## config.mk

```make
export PLATFORM = sky130hd
export DESIGN_NAME = vector_add_arbiter
export DESIGN_NICKNAME = d
export VERILOG_FILES = /design/src/rtl/vector_add_arbiter.sv
export SDC_FILE = /design/constraint.sdc
export NUM_CORES = 1
export LEC_CHECK = 0
export ABC_CLOCK_PERIOD_IN_PS = 2300
export BUFFER_PORTS_ARGS = -buffer_cell sky130_fd_sc_hd__buf_2
export CAP_MARGIN = 10
export CORE_AREA = 2 2 130 132
export CTS_CLUSTER_SIZE = 10
export DETAILED_ROUTE_END_ITERATION = 6
export DIE_AREA = 0 0 132 134
export GPL_TIMING_DRIVEN = 0
export SETUP_SLACK_MARGIN = 0.05
export SYNTH_ARGS = -nofsm -noshare
export SYNTH_HDL_FRONTEND = slang
export SYNTH_SLANG_ARGS = --single-unit
```

## constraint.sdc

```tcl
create_clock -name clk -period 2.3 [get_ports clk]
set_input_delay 0.46 -clock clk [delete_from_list [all_inputs] [get_ports clk]]
set_output_delay 0.46 -clock clk [all_outputs]
set_load 0.02 [all_outputs]
```

## src/rtl/vector_add_arbiter.sv

```systemverilog
// vector_add_arbiter: round-robin front end that shares one vector_add unit
// between NUM_REQ requesters, one transaction in flight at a time.
module vector_add_arbiter #(
   parameter int NUM_REQ           = 2,
   parameter int VECTOR_LEN        = 5,
   parameter int A_CELL_WIDTH      = 8,
   parameter int B_CELL_WIDTH      = 8,
   parameter int RESULT_CELL_WIDTH = 8
) (
   input  logic                                        clk,
   input  logic                                        rst,
   input  logic [NUM_REQ*VECTOR_LEN*A_CELL_WIDTH-1:0]  req_a,
   input  logic [NUM_REQ*VECTOR_LEN*B_CELL_WIDTH-1:0]  req_b,
   input  logic [NUM_REQ-1:0]                          req_valid,
   output logic [NUM_REQ-1:0]                          req_ready,
   output logic [VECTOR_LEN*RESULT_CELL_WIDTH-1:0]     rsp_result,
   output logic                                        rsp_error,
   output logic [NUM_REQ-1:0]                          rsp_valid,
   input  logic [NUM_REQ-1:0]                          rsp_ready,
   output logic [VECTOR_LEN*A_CELL_WIDTH-1:0]          add_a,
   output logic                                        add_a_valid,
   input  logic                                        add_a_ready,
   output logic [VECTOR_LEN*B_CELL_WIDTH-1:0]          add_b,
   output logic                                        add_b_valid,
   input  logic                                        add_b_ready,
   input  logic [VECTOR_LEN*RESULT_CELL_WIDTH-1:0]     add_result,
   input  logic                                        add_result_valid,
   output logic                                        add_result_ready,
   input  logic                                        add_error
);

   localparam int VA = VECTOR_LEN * A_CELL_WIDTH;
   localparam int VB = VECTOR_LEN * B_CELL_WIDTH;
   localparam int VR = VECTOR_LEN * RESULT_CELL_WIDTH;
   localparam int GW = (NUM_REQ > 1) ? $clog2(NUM_REQ) : 1;

   typedef enum logic [1:0] {IDLE, ISSUE, WAIT, RETURN} state_t;

   state_t          state_reg, state_next;
   logic [GW-1:0]   grant_reg;
   logic [GW-1:0]   last_grant_reg;
   logic            a_done_reg, b_done_reg;
   logic [VA-1:0]   add_a_reg;
   logic [VB-1:0]   add_b_reg;
   logic [VR-1:0]   rsp_result_reg;
   logic            rsp_error_reg;

   logic [GW-1:0]   win;
   logic            win_found;
   logic [GW:0]     cand;
   logic            accept;
   logic            rsp_ack;
   logic            a_hs, b_hs;

   logic [VA-1:0]   req_a_slot [NUM_REQ];
   logic [VB-1:0]   req_b_slot [NUM_REQ];

   // Per-requester operand unpacking and one-hot handshake outputs.
   generate
      for (genvar gi = 0; gi < NUM_REQ; gi++) begin : g_req
         assign req_a_slot[gi] = req_a[gi*VA +: VA];
         assign req_b_slot[gi] = req_b[gi*VB +: VB];
         // req_ready is combinational on req_valid, so it is held low while reset is asserted.
         assign req_ready[gi]  = rst && (state_reg == IDLE) && win_found && (win == GW'(gi));
         assign rsp_valid[gi]  = (state_reg == RETURN) && (grant_reg == GW'(gi));
      end
   endgenerate

   assign accept     = |(req_valid & req_ready);
   assign rsp_ack    = |(rsp_valid & rsp_ready);
   assign add_a      = add_a_reg;
   assign add_b      = add_b_reg;
   assign rsp_result = rsp_result_reg;
   assign rsp_error  = rsp_error_reg;

   // Round-robin search: first valid requester after last_grant, wrapping around.
   always_comb begin
      win       = '0;
      win_found = 1'b0;
      cand      = '0;
      for (int i = 1; i <= NUM_REQ; i++) begin
         cand = {1'b0, last_grant_reg} + (GW+1)'(i);
         if (cand >= (GW+1)'(NUM_REQ)) begin
            cand = cand - (GW+1)'(NUM_REQ);
         end
         if (!win_found && req_valid[cand[GW-1:0]]) begin
            win_found = 1'b1;
            win       = cand[GW-1:0];
         end
      end
   end

   // FSM next-state and vector_add handshake outputs.
   always_comb begin
      state_next       = state_reg;
      add_a_valid      = 1'b0;
      add_b_valid      = 1'b0;
      add_result_ready = 1'b0;
      a_hs             = 1'b0;
      b_hs             = 1'b0;
      case (state_reg)
         IDLE: begin
            if (accept) state_next = ISSUE;
         end
         ISSUE: begin
            // a and b handshake independently; leave once both have gone through.
            add_a_valid = !a_done_reg;
            add_b_valid = !b_done_reg;
            a_hs        = add_a_valid && add_a_ready;
            b_hs        = add_b_valid && add_b_ready;
            if ((a_done_reg || a_hs) && (b_done_reg || b_hs)) state_next = WAIT;
         end
         WAIT: begin
            add_result_ready = 1'b1;
            if (add_result_valid) state_next = RETURN;
         end
         RETURN: begin
            if (rsp_ack) state_next = IDLE;
         end
         default: state_next = IDLE;
      endcase
   end

   // FSM state register.
   always_ff @(posedge clk) begin
      if (!rst) state_reg <= IDLE;
      else      state_reg <= state_next;
   end

   // Operand, grant and result registers.
   always_ff @(posedge clk) begin
      if (!rst) begin
         grant_reg      <= '0;
         last_grant_reg <= GW'(NUM_REQ - 1);
         a_done_reg     <= 1'b0;
         b_done_reg     <= 1'b0;
         add_a_reg      <= '0;
         add_b_reg      <= '0;
         rsp_result_reg <= '0;
         rsp_error_reg  <= 1'b0;
      end else begin
         case (state_reg)
            IDLE: begin
               if (accept) begin
                  add_a_reg  <= req_a_slot[win];
                  add_b_reg  <= req_b_slot[win];
                  grant_reg  <= win;
                  a_done_reg <= 1'b0;
                  b_done_reg <= 1'b0;
               end
            end
            ISSUE: begin
               if (a_hs) a_done_reg <= 1'b1;
               if (b_hs) b_done_reg <= 1'b1;
            end
            WAIT: begin
               if (add_result_valid) begin
                  rsp_result_reg <= add_result;
                  rsp_error_reg  <= add_error;
               end
            end
            RETURN: begin
               if (rsp_ack) last_grant_reg <= grant_reg;
            end
            default: ;
         endcase
      end
   end

endmodule

```

# Yosys cells after proc, flatten, opt, wreduce, memory -nomap -nowiden
# Index checks and enable logic that the tools add are counted.
# op_classes
n_addsub	4
n_lt_le_gt_ge	5
eq_ne	9
mux	31
bitwise	5
n_reduce_logical	25
# op_table
op	count
40-bit 2-to-1 mux	6
1-bit 2-to-1 mux	18
2-bit != test (second input constant)	6
1-bit logical AND	10
2-bit 2-to-1 mux	4
2-bit case mux with 4 select lines	1
2-bit greater-or-equal comparator (second input constant)	3
2-bit AND reduction	3
3-bit AND reduction	2
2-bit AND	2
2-bit equality test (second input constant)	2
1-bit by 2-bit less-than comparator with 1-bit output (second input constant)	2
1-bit case mux with 2 select lines	2
4-bit AND reduction	1
2-bit OR reduction	2
1-bit logical NOT	3
1-bit by 1-bit adder with 2-bit output (second input constant)	1
1-bit by 2-bit adder with 2-bit output (second input constant)	1
2-bit by 1-bit equality test with 1-bit output (second input constant)	1
2-bit logical NOT	1
1-bit logical OR	2
1-bit NOT	2
1-bit NOT with 2-bit output	1
2-bit nonzero test	1
1-bit subtractor (second input constant)	2
# totals
reg_bits	127
out_inout_bits	128
elab_cells	88

# Longest topological paths before layout
# Gate-level depths: netlist of run 1.
# depth
word_depth	15
ltp_mapped	8
depth_no_buf	6

# Worst setup path after synthesis of run 1
# No wires, ideal clock.
# synth_path
path_kind	register -> output
start	register state_reg[0]
end	output req_ready[0]
arrival_ns	1.161
t_required_ns	1.840
slack_ns	0.679
path_stages_with_launch	6
path_cell_list	dfxtp_1 > inv_1 > ha_1 > nand3_1 > a21oi_2 > buf_2
# synth_via
elab_chain_len	4
# synth_rtl
element	line_no	source
start, declared	39	state_t state_reg, state_next;
start signal, assigned	127	else state_reg <= state_next;
2-bit logical NOT	64	assign req_ready[gi] = rst && (state_reg == IDLE) && win_found && (win == GW'(gi));
1-bit logical AND (3 in a row)	64	
end, declared	15	output logic [NUM_REQ-1:0] req_ready,
# Every way passes these cells.

# Worst setup path after layout of run 1
# layout_path
start	register state_reg[1]
end	output req_ready[1]
# The elaborated chain is that of the path after synthesis.

==> metrics, run 1 <==
count of distinct cell types in the synthesized netlist=28; worst relative slew slack=0.543; CP Data Arrival Time=1.68 ns; shortest period the worst path allows=2.14 ns; Synth area leader=sky130_fd_sc_hd__dfxtp_1; Data required, critical path=1.84 ns; Seq cells post-synth=127; cell count of the worst hold path=3; maximum clock rate=467 MHz; Worst Hold Class=input port to register; total global-route track usage=0.197; Pint=5.08 mW; startpoint of the lowest-slack register-to-register path=state_reg[1]$_SDFFE_PN0P_; ratio of total power to cell area=1000 nW/um^2; wire length of the first global-routing pass=around 27000 microns; height of the chip=134 microns; relative contribution of the clock network to total power=0.319; maximum number of pins on one net before global-route repair=17; Synth Instances=543; deepest level of the CTS H-tree=4; count of inserted antenna diode cells=0; starting density of the core=0.318; hold_sp=add_result[2]; Final ANT Viol Nets=0; most common library cell in the layout ignoring fill and taps=sky130_fd_sc_hd__buf_2; share of the synthesized area in the top cell type=0.491; Max Fanout on Critical Path=10; core region area=16300 sq um; unrepaired setup endpoints after global routing=false; most used cells in the layout excluding fill and tap cells=sky130_fd_sc_hd__buf_2 (345), sky130_fd_sc_hd__dfxtp_1 (127), sky130_fd_sc_hd__nand2_1 (89), sky130_fd_sc_hd__nor2b_1 (46), sky130_fd_sc_hd__a222oi_1 (42); Inserted Clock Buffers=17; portion of the post-synthesis area used by sequential elements=0.491; element type at the critical path start=register; number of antenna violations at the first check in global routing=0; layout cells sized above 1=0.429; clock-pin slew reported for the worst setup and hold paths after clock tree synthesis=0.05 ns; number of DRC markers after the initial detailed-route iteration=288; Max VDD drop=509 uV; status=finished clean; reg-to-reg slack, setup=0.35 ns; buffer levels on the longest clock path=2; CP endpoint kind=output pin; Netlist Area Pre-Place=5180 sq um; sum of negative setup slack=0 ns; clock tree from TritonCTS=done; vias post-DR=approximately 5.3k; area enclosed by the die boundary=17700 sq um; Worst-Margin Slew=0.686 ns; synthesized area divided by synthesized cell count=between 9 and 10 sq um; total length of routed wires=17500 microns; NumNets Final=1114; worst skew pair latency=0.41 ns; hold endpoint=rsp_result[2]$_SDFFE_PN0P_; DRC violations left=0; grt total ovfl=0; worst-case clock skew=0.00655 ns; clock tree root driver cell=sky130_fd_sc_hd__clkbuf_16; combinational group share of total power=0.318; detail-routed via count per cell=4.72; sinks on the clock net=127; share of total power in sequential cells=0.363; count of input and output buffers=336; P&R area growth vs syn=48.8%; number of max-cap violations=0; final setup violation count=0; per-cell routed wire length=roughly 15 microns; reported net switching power=2.66 mW; number of cells traversed by the worst register-to-register path=7; drt pass-1 iters=6; I/O pin cnt=approximately 340; horizontal extent of the die=132 microns; area taken by flip-flops and latches=2540 sq um; Leak=between 3 and 4 nW; placer's final routability congestion estimate=0.767; count of fill cells added during filler insertion=around 1.7k; capturing point of the worst reg2reg path=a_done_reg$_SDFFE_PN0P_; standard-cell rows=47; number of synthesis warnings=0; share of the clock period used by the worst path after layout=0.931; vias in the first global route=5284; number of nets in the synthesized netlist=758; Critical Setup Path Class=register to output pin; HPWL after DPL=between 10000 and 15000 microns; net switching share of the total power=0.343; combined area of the multi-input logic cells=2360 sq um; Slew Limit Fails=0; final hold viol count=0; main area contributors after synthesis=sky130_fd_sc_hd__dfxtp_1 (49%), sky130_fd_sc_hd__a222oi_1 (8.1%), sky130_fd_sc_hd__mux2i_1 (7.9%); Critical Path Start=state_reg[1]$_SDFFE_PN0P_; Final Total Pwr=7.74 mW; quantity of hold-fixing buffers added after cts=0
cell families after synthesis:
family,count (synthesis),synth area share
buffers and inverters,55,0.0570
AO/OA/AOI/OAI,136,0.198
adder cells (fa/ha/maj),5,0.0121
multiplexers,41,0.0792
flip-flops,127,0.491
AND/OR/NAND/NOR,179,0.163
Yosys cell counts:
library cell,instances
sky130_fd_sc_hd__clkbuf_1,22
sky130_fd_sc_hd__a21oi_2,1
sky130_fd_sc_hd__o21ai_0,1
sky130_fd_sc_hd__nand2_1,89
sky130_fd_sc_hd__buf_6,7
sky130_fd_sc_hd__ha_1,5
sky130_fd_sc_hd__o21a_1,1
sky130_fd_sc_hd__buf_4,6
sky130_fd_sc_hd__buf_1,4
sky130_fd_sc_hd__a21boi_2,1
sky130_fd_sc_hd__a31o_1,1
sky130_fd_sc_hd__nand2b_1,1
sky130_fd_sc_hd__inv_1,5
sky130_fd_sc_hd__a222oi_1,42
sky130_fd_sc_hd__and2_1,2
sky130_fd_sc_hd__a21oi_1,3
sky130_fd_sc_hd__nand3_1,40
sky130_fd_sc_hd__a31oi_1,1
sky130_fd_sc_hd__a21boi_1,41
sky130_fd_sc_hd__o2111ai_1,1
sky130_fd_sc_hd__o21ai_1,41
sky130_fd_sc_hd__mux2i_1,41
sky130_fd_sc_hd__dfxtp_1,127
sky130_fd_sc_hd__buf_2,11
sky130_fd_sc_hd__and3_1,1
sky130_fd_sc_hd__o211ai_2,1
sky130_fd_sc_hd__a22oi_1,1
sky130_fd_sc_hd__nor2b_1,46
final cells by class:
cell class	count	share of cell area
Buffer	50	0.0367
Clock buffer	25	0.0617
Clock inverter	6	0.00779
Inverter	5	0.00243
Multi-Input combinational cell	361	0.307
Sequential cell	127	0.330
Tap cell	220	0.0357
Timing Repair Buffer	337	0.219
worst max path at each step:
stage                        end  slack [ns]  cells after the start
global route        req_ready[1]        0.05                      6
detailed placement  req_ready[0]        0.09                      6
global placement    req_ready[0]        0.08                      6
finish              req_ready[1]        0.16                      6
floorplan           req_ready[0]        0.68                      5
CTS                 req_ready[1]        0.05                      6
what timing repair did:
item / 4_1_cts / 5_1_grt
hold endpoints to repair: 0 / 0
buffers inserted: 1 / 0
gates resized for setup: 3 / 4
endpoints found under the setup margin: 2 / 2
cloned: 0 / 0
per-stage QoR:
step	std cells	setup WS, ns	cell area (sq um)	hold slack, ns	utilization
2_1_floorplan	543	0.679	5180	0.450	-
3_3_place_gp	1099	0.0849	7140	0.439	0.438
3_5_place_dp	1099	0.0901	7140	0.442	0.438
4_1_cts	1131	0.0503	7690	0.257	0.472
5_1_grt	1131	0.0531	7710	0.262	0.473
6_report	1131	0.159	7710	0.279	0.473
per-layer routing:
metal | wire length [microns] | track usage | vias up | share of wire
li1 | - | - | 2672 | -
met1 | 6950 | 0.217 | 2408 | 0.40
met2 | 8880 | 0.354 | 229 | 0.51
met3 | 1270 | 0.0559 | 29 | 0.072
met4 | 403 | 0.0888 | 0 | 0.023
met5 | 0 | 0 | - | 0
power by group through the flow:
stage          combinational [mW]  clock [mW]  sequential, mW
2_1_floorplan                1.07           0            3.30
3_3_place_gp                 2.46           0            2.83
3_5_place_dp                 2.46           0            2.85
4_1_cts                      2.48        2.54            2.81
5_1_grt                      2.71        2.64            2.86
6_report                     2.46        2.47            2.81
critical path, stage by stage (launching register included):
cell and delay, ns:
sky130_fd_sc_hd__dfxtp_1 0.37, sky130_fd_sc_hd__inv_1 0.12, sky130_fd_sc_hd__ha_4 0.19, sky130_fd_sc_hd__and3_1 0.15, sky130_fd_sc_hd__buf_6 0.15, sky130_fd_sc_hd__buf_6 0.15
sky130_fd_sc_hd__buf_4 0.15
(Power assumes the default switching activity.)
==> inputs of run 2 (changes only) <==
--- a/config.mk
+++ b/config.mk
@@ -6,7 +6,7 @@
 export NUM_CORES = 1
 export LEC_CHECK = 0
 export ABC_CLOCK_PERIOD_IN_PS = 2300
-export BUFFER_PORTS_ARGS = -buffer_cell sky130_fd_sc_hd__buf_2
+export BUFFER_PORTS_ARGS = -buffer_cell sky130_fd_sc_hd__buf_4
 export CAP_MARGIN = 10
 export CORE_AREA = 2 2 130 132
 export CTS_CLUSTER_SIZE = 10
==> run 2 against run 1 <==
Die area stayed put. Core utilization grew 5.9 points. Clock power increased by 21%. Sequential cell count did not move. Worst hold slack improved by 0.0076 ns. Non-clock buffer count unchanged. Register-to-register slack improved by 0.04 ns. Maximum frequency rose by 0.13%. Final area rose by 13%. Sequential share of layout area down 3.7 points.
==> metrics, run 2 (synthesized netlist as in run 1, its figures left out) <==
status=finished clean; HPWL after DPL=14100 microns; buffer levels on the longest clock path=2; sinks on the clock net=127; Critical Setup Path Class=register to output pin; P&R area growth vs syn=67.4%; number of antenna violations at the first check in global routing=0; area enclosed by the die boundary=17700 sq um; height of the chip=134 microns; worst skew pair latency=0.41 ns; total length of routed wires=18400 microns; share of total power in sequential cells=0.328; Worst Hold Class=input port to register; Leak=~3.9 nW; shortest period the worst path allows=approximately 2.1 ns; share of the clock period used by the worst path after layout=0.930; vias post-DR=5374; clock tree root driver cell=sky130_fd_sc_hd__clkbuf_16; DRC violations left=0; vias in the first global route=5254; CP endpoint kind=output pin; core region area=~16000 sq um; placer's final routability congestion estimate=0.745; I/O pin cnt=approximately 340; most used cells in the layout excluding fill and tap cells=sky130_fd_sc_hd__buf_4 (343), sky130_fd_sc_hd__dfxtp_1 (126), sky130_fd_sc_hd__nand2_1 (89), sky130_fd_sc_hd__nor2b_1 (46), sky130_fd_sc_hd__a222oi_1 (42); instance count after placement with tap cells included=1099; clock-pin slew reported for the worst setup and hold paths after clock tree synthesis=around 0.060 ns; post-route insts no fill=1132; layout cells sized above 1=0.438; number of max-cap violations=0; element type at the critical path start=register; ratio of total power to cell area=992 nW/um^2; combinational group share of total power=0.324; clock tree from TritonCTS=done; per-cell routed wire length=16.3 microns; Final ANT Viol Nets=0; CP Data Arrival Time=1.68 ns; standard-cell rows=47; maximum clock rate=about 470 MHz; reported net switching power=2.76 mW; deepest level of the CTS H-tree=4; NumNets Final=1114; Pint=5.85 mW; Inserted Clock Buffers=17; Slew Limit Fails=0; number of DRC markers after the initial detailed-route iteration=297; Max Fanout on Critical Path=10; maximum number of pins on one net before global-route repair=17; relative contribution of the clock network to total power=0.348; unrepaired setup endpoints after global routing=false; Worst-Margin Slew=roughly 0.66 ns; worst-case clock skew=0.00528 ns; Max VDD drop=564 uV; Data required, critical path=1.84 ns; drt pass-1 iters=5; count of input and output buffers=336; total global-route track usage=0.203; sum of negative setup slack=0 ns; most common library cell in the layout ignoring fill and taps=sky130_fd_sc_hd__buf_4; final hold viol count=0; horizontal extent of the die=132 microns; count of inserted antenna diode cells=0; net switching share of the total power=0.321; final setup violation count=0; wire length of the first global-routing pass=28000 microns; grt total ovfl=0; starting density of the core=0.318; detail-routed via count per cell=4.75; worst relative slew slack=0.562
[run 2: changes by cell type in the layout (fill, tap and decap cells not counted)]
cell	change
sky130_fd_sc_hd__buf_2	-335
sky130_fd_sc_hd__buf_4	+335
sky130_fd_sc_hd__bufinv_16	+4
sky130_fd_sc_hd__clkbuf_1	-6
sky130_fd_sc_hd__clkinv_2	-1
sky130_fd_sc_hd__clkinv_4	+1
sky130_fd_sc_hd__clkinvlp_4	+1
sky130_fd_sc_hd__dfxtp_1	-1
sky130_fd_sc_hd__dfxtp_2	+1
sky130_fd_sc_hd__inv_6	+2
[run 2: worst paths after layout]
check,start,endpoint,slack (ns),depth (start not counted)
max,state_reg[0]$_SDFFE_PN0P_,req_ready[1],0.16,6
min,add_result[25],rsp_result[25]$_SDFFE_PN0P_,0.29,3
min reg2reg,rsp_result[19]$_SDFFE_PN0P_,rsp_result[19]$_SDFFE_PN0P_,0.45,2
max reg2reg,state_reg[1]$_SDFFE_PN0P_,a_done_reg$_SDFFE_PN0P_,0.39,7
[run 2: per-layer routing]
metal,global-route usage,up-vias,share of wire
met5,0,-,0
met4,0.0809,0,0.020
met3,0.0650,25,0.078
met2,0.362,241,0.52
met1,0.223,2445,0.38
li1,-,2663,-
[run 2: layout make-up]
| type | instances | area [sq um] |
|---|---|---|
| clock inverter | 13 | 209 |
| multi-input combinational | 361 | 2360 |
| clock buffer | 19 | 453 |
| buffer | 50 | 283 |
| timing repair buffer | 337 | 2530 |
| tap | 220 | 275 |
| fill | 1589 | 7610 |
| sequential | 127 | 2540 |
| inverter | 5 | 18.8 |
[run 2: stage by stage]
step	area, sq um	total power, mW	hold WS [ns]	utilization	setup WS, ns
final	8680	8.61	0.287	0.533	0.161
after floorplan	5180	4.37	0.450	-	0.679
after detailed placement	7980	5.65	0.445	0.490	0.176
after global routing	8680	9.06	0.275	0.533	0.0551
after CTS	8660	8.69	0.269	0.532	0.0518
after global placement	7980	5.63	0.443	0.490	0.168
[run 2: timing repair]
action | 4_1_cts | 5_1_grt
resized for setup | 3 | 4
hold buffers | 0 | 0
buffers inserted | 1 | 0
setup endpoints to repair | 2 | 2
cloned | 0 | 0
[run 2: worst max-delay path: stages, from the launching register on]
cell	delay (ns)
sky130_fd_sc_hd__dfxtp_2	0.33
sky130_fd_sc_hd__inv_1	0.14
sky130_fd_sc_hd__ha_4	0.17
sky130_fd_sc_hd__and3_1	0.16
sky130_fd_sc_hd__buf_6	0.15
sky130_fd_sc_hd__buf_6	0.16
sky130_fd_sc_hd__buf_4	0.15
[run 2: power by group through the flow]
| stage | logic [mW] | clock network [mW] | registers [mW] |
|---|---|---|---|
| 2_1_floorplan | 1.07 | 0 | 3.30 |
| 3_3_place_gp | 2.78 | 0 | 2.85 |
| 3_5_place_dp | 2.78 | 0 | 2.87 |
| 4_1_cts | 2.80 | 3.06 | 2.83 |
| 5_1_grt | 3.02 | 3.16 | 2.88 |
| 6_report | 2.79 | 2.99 | 2.83 |
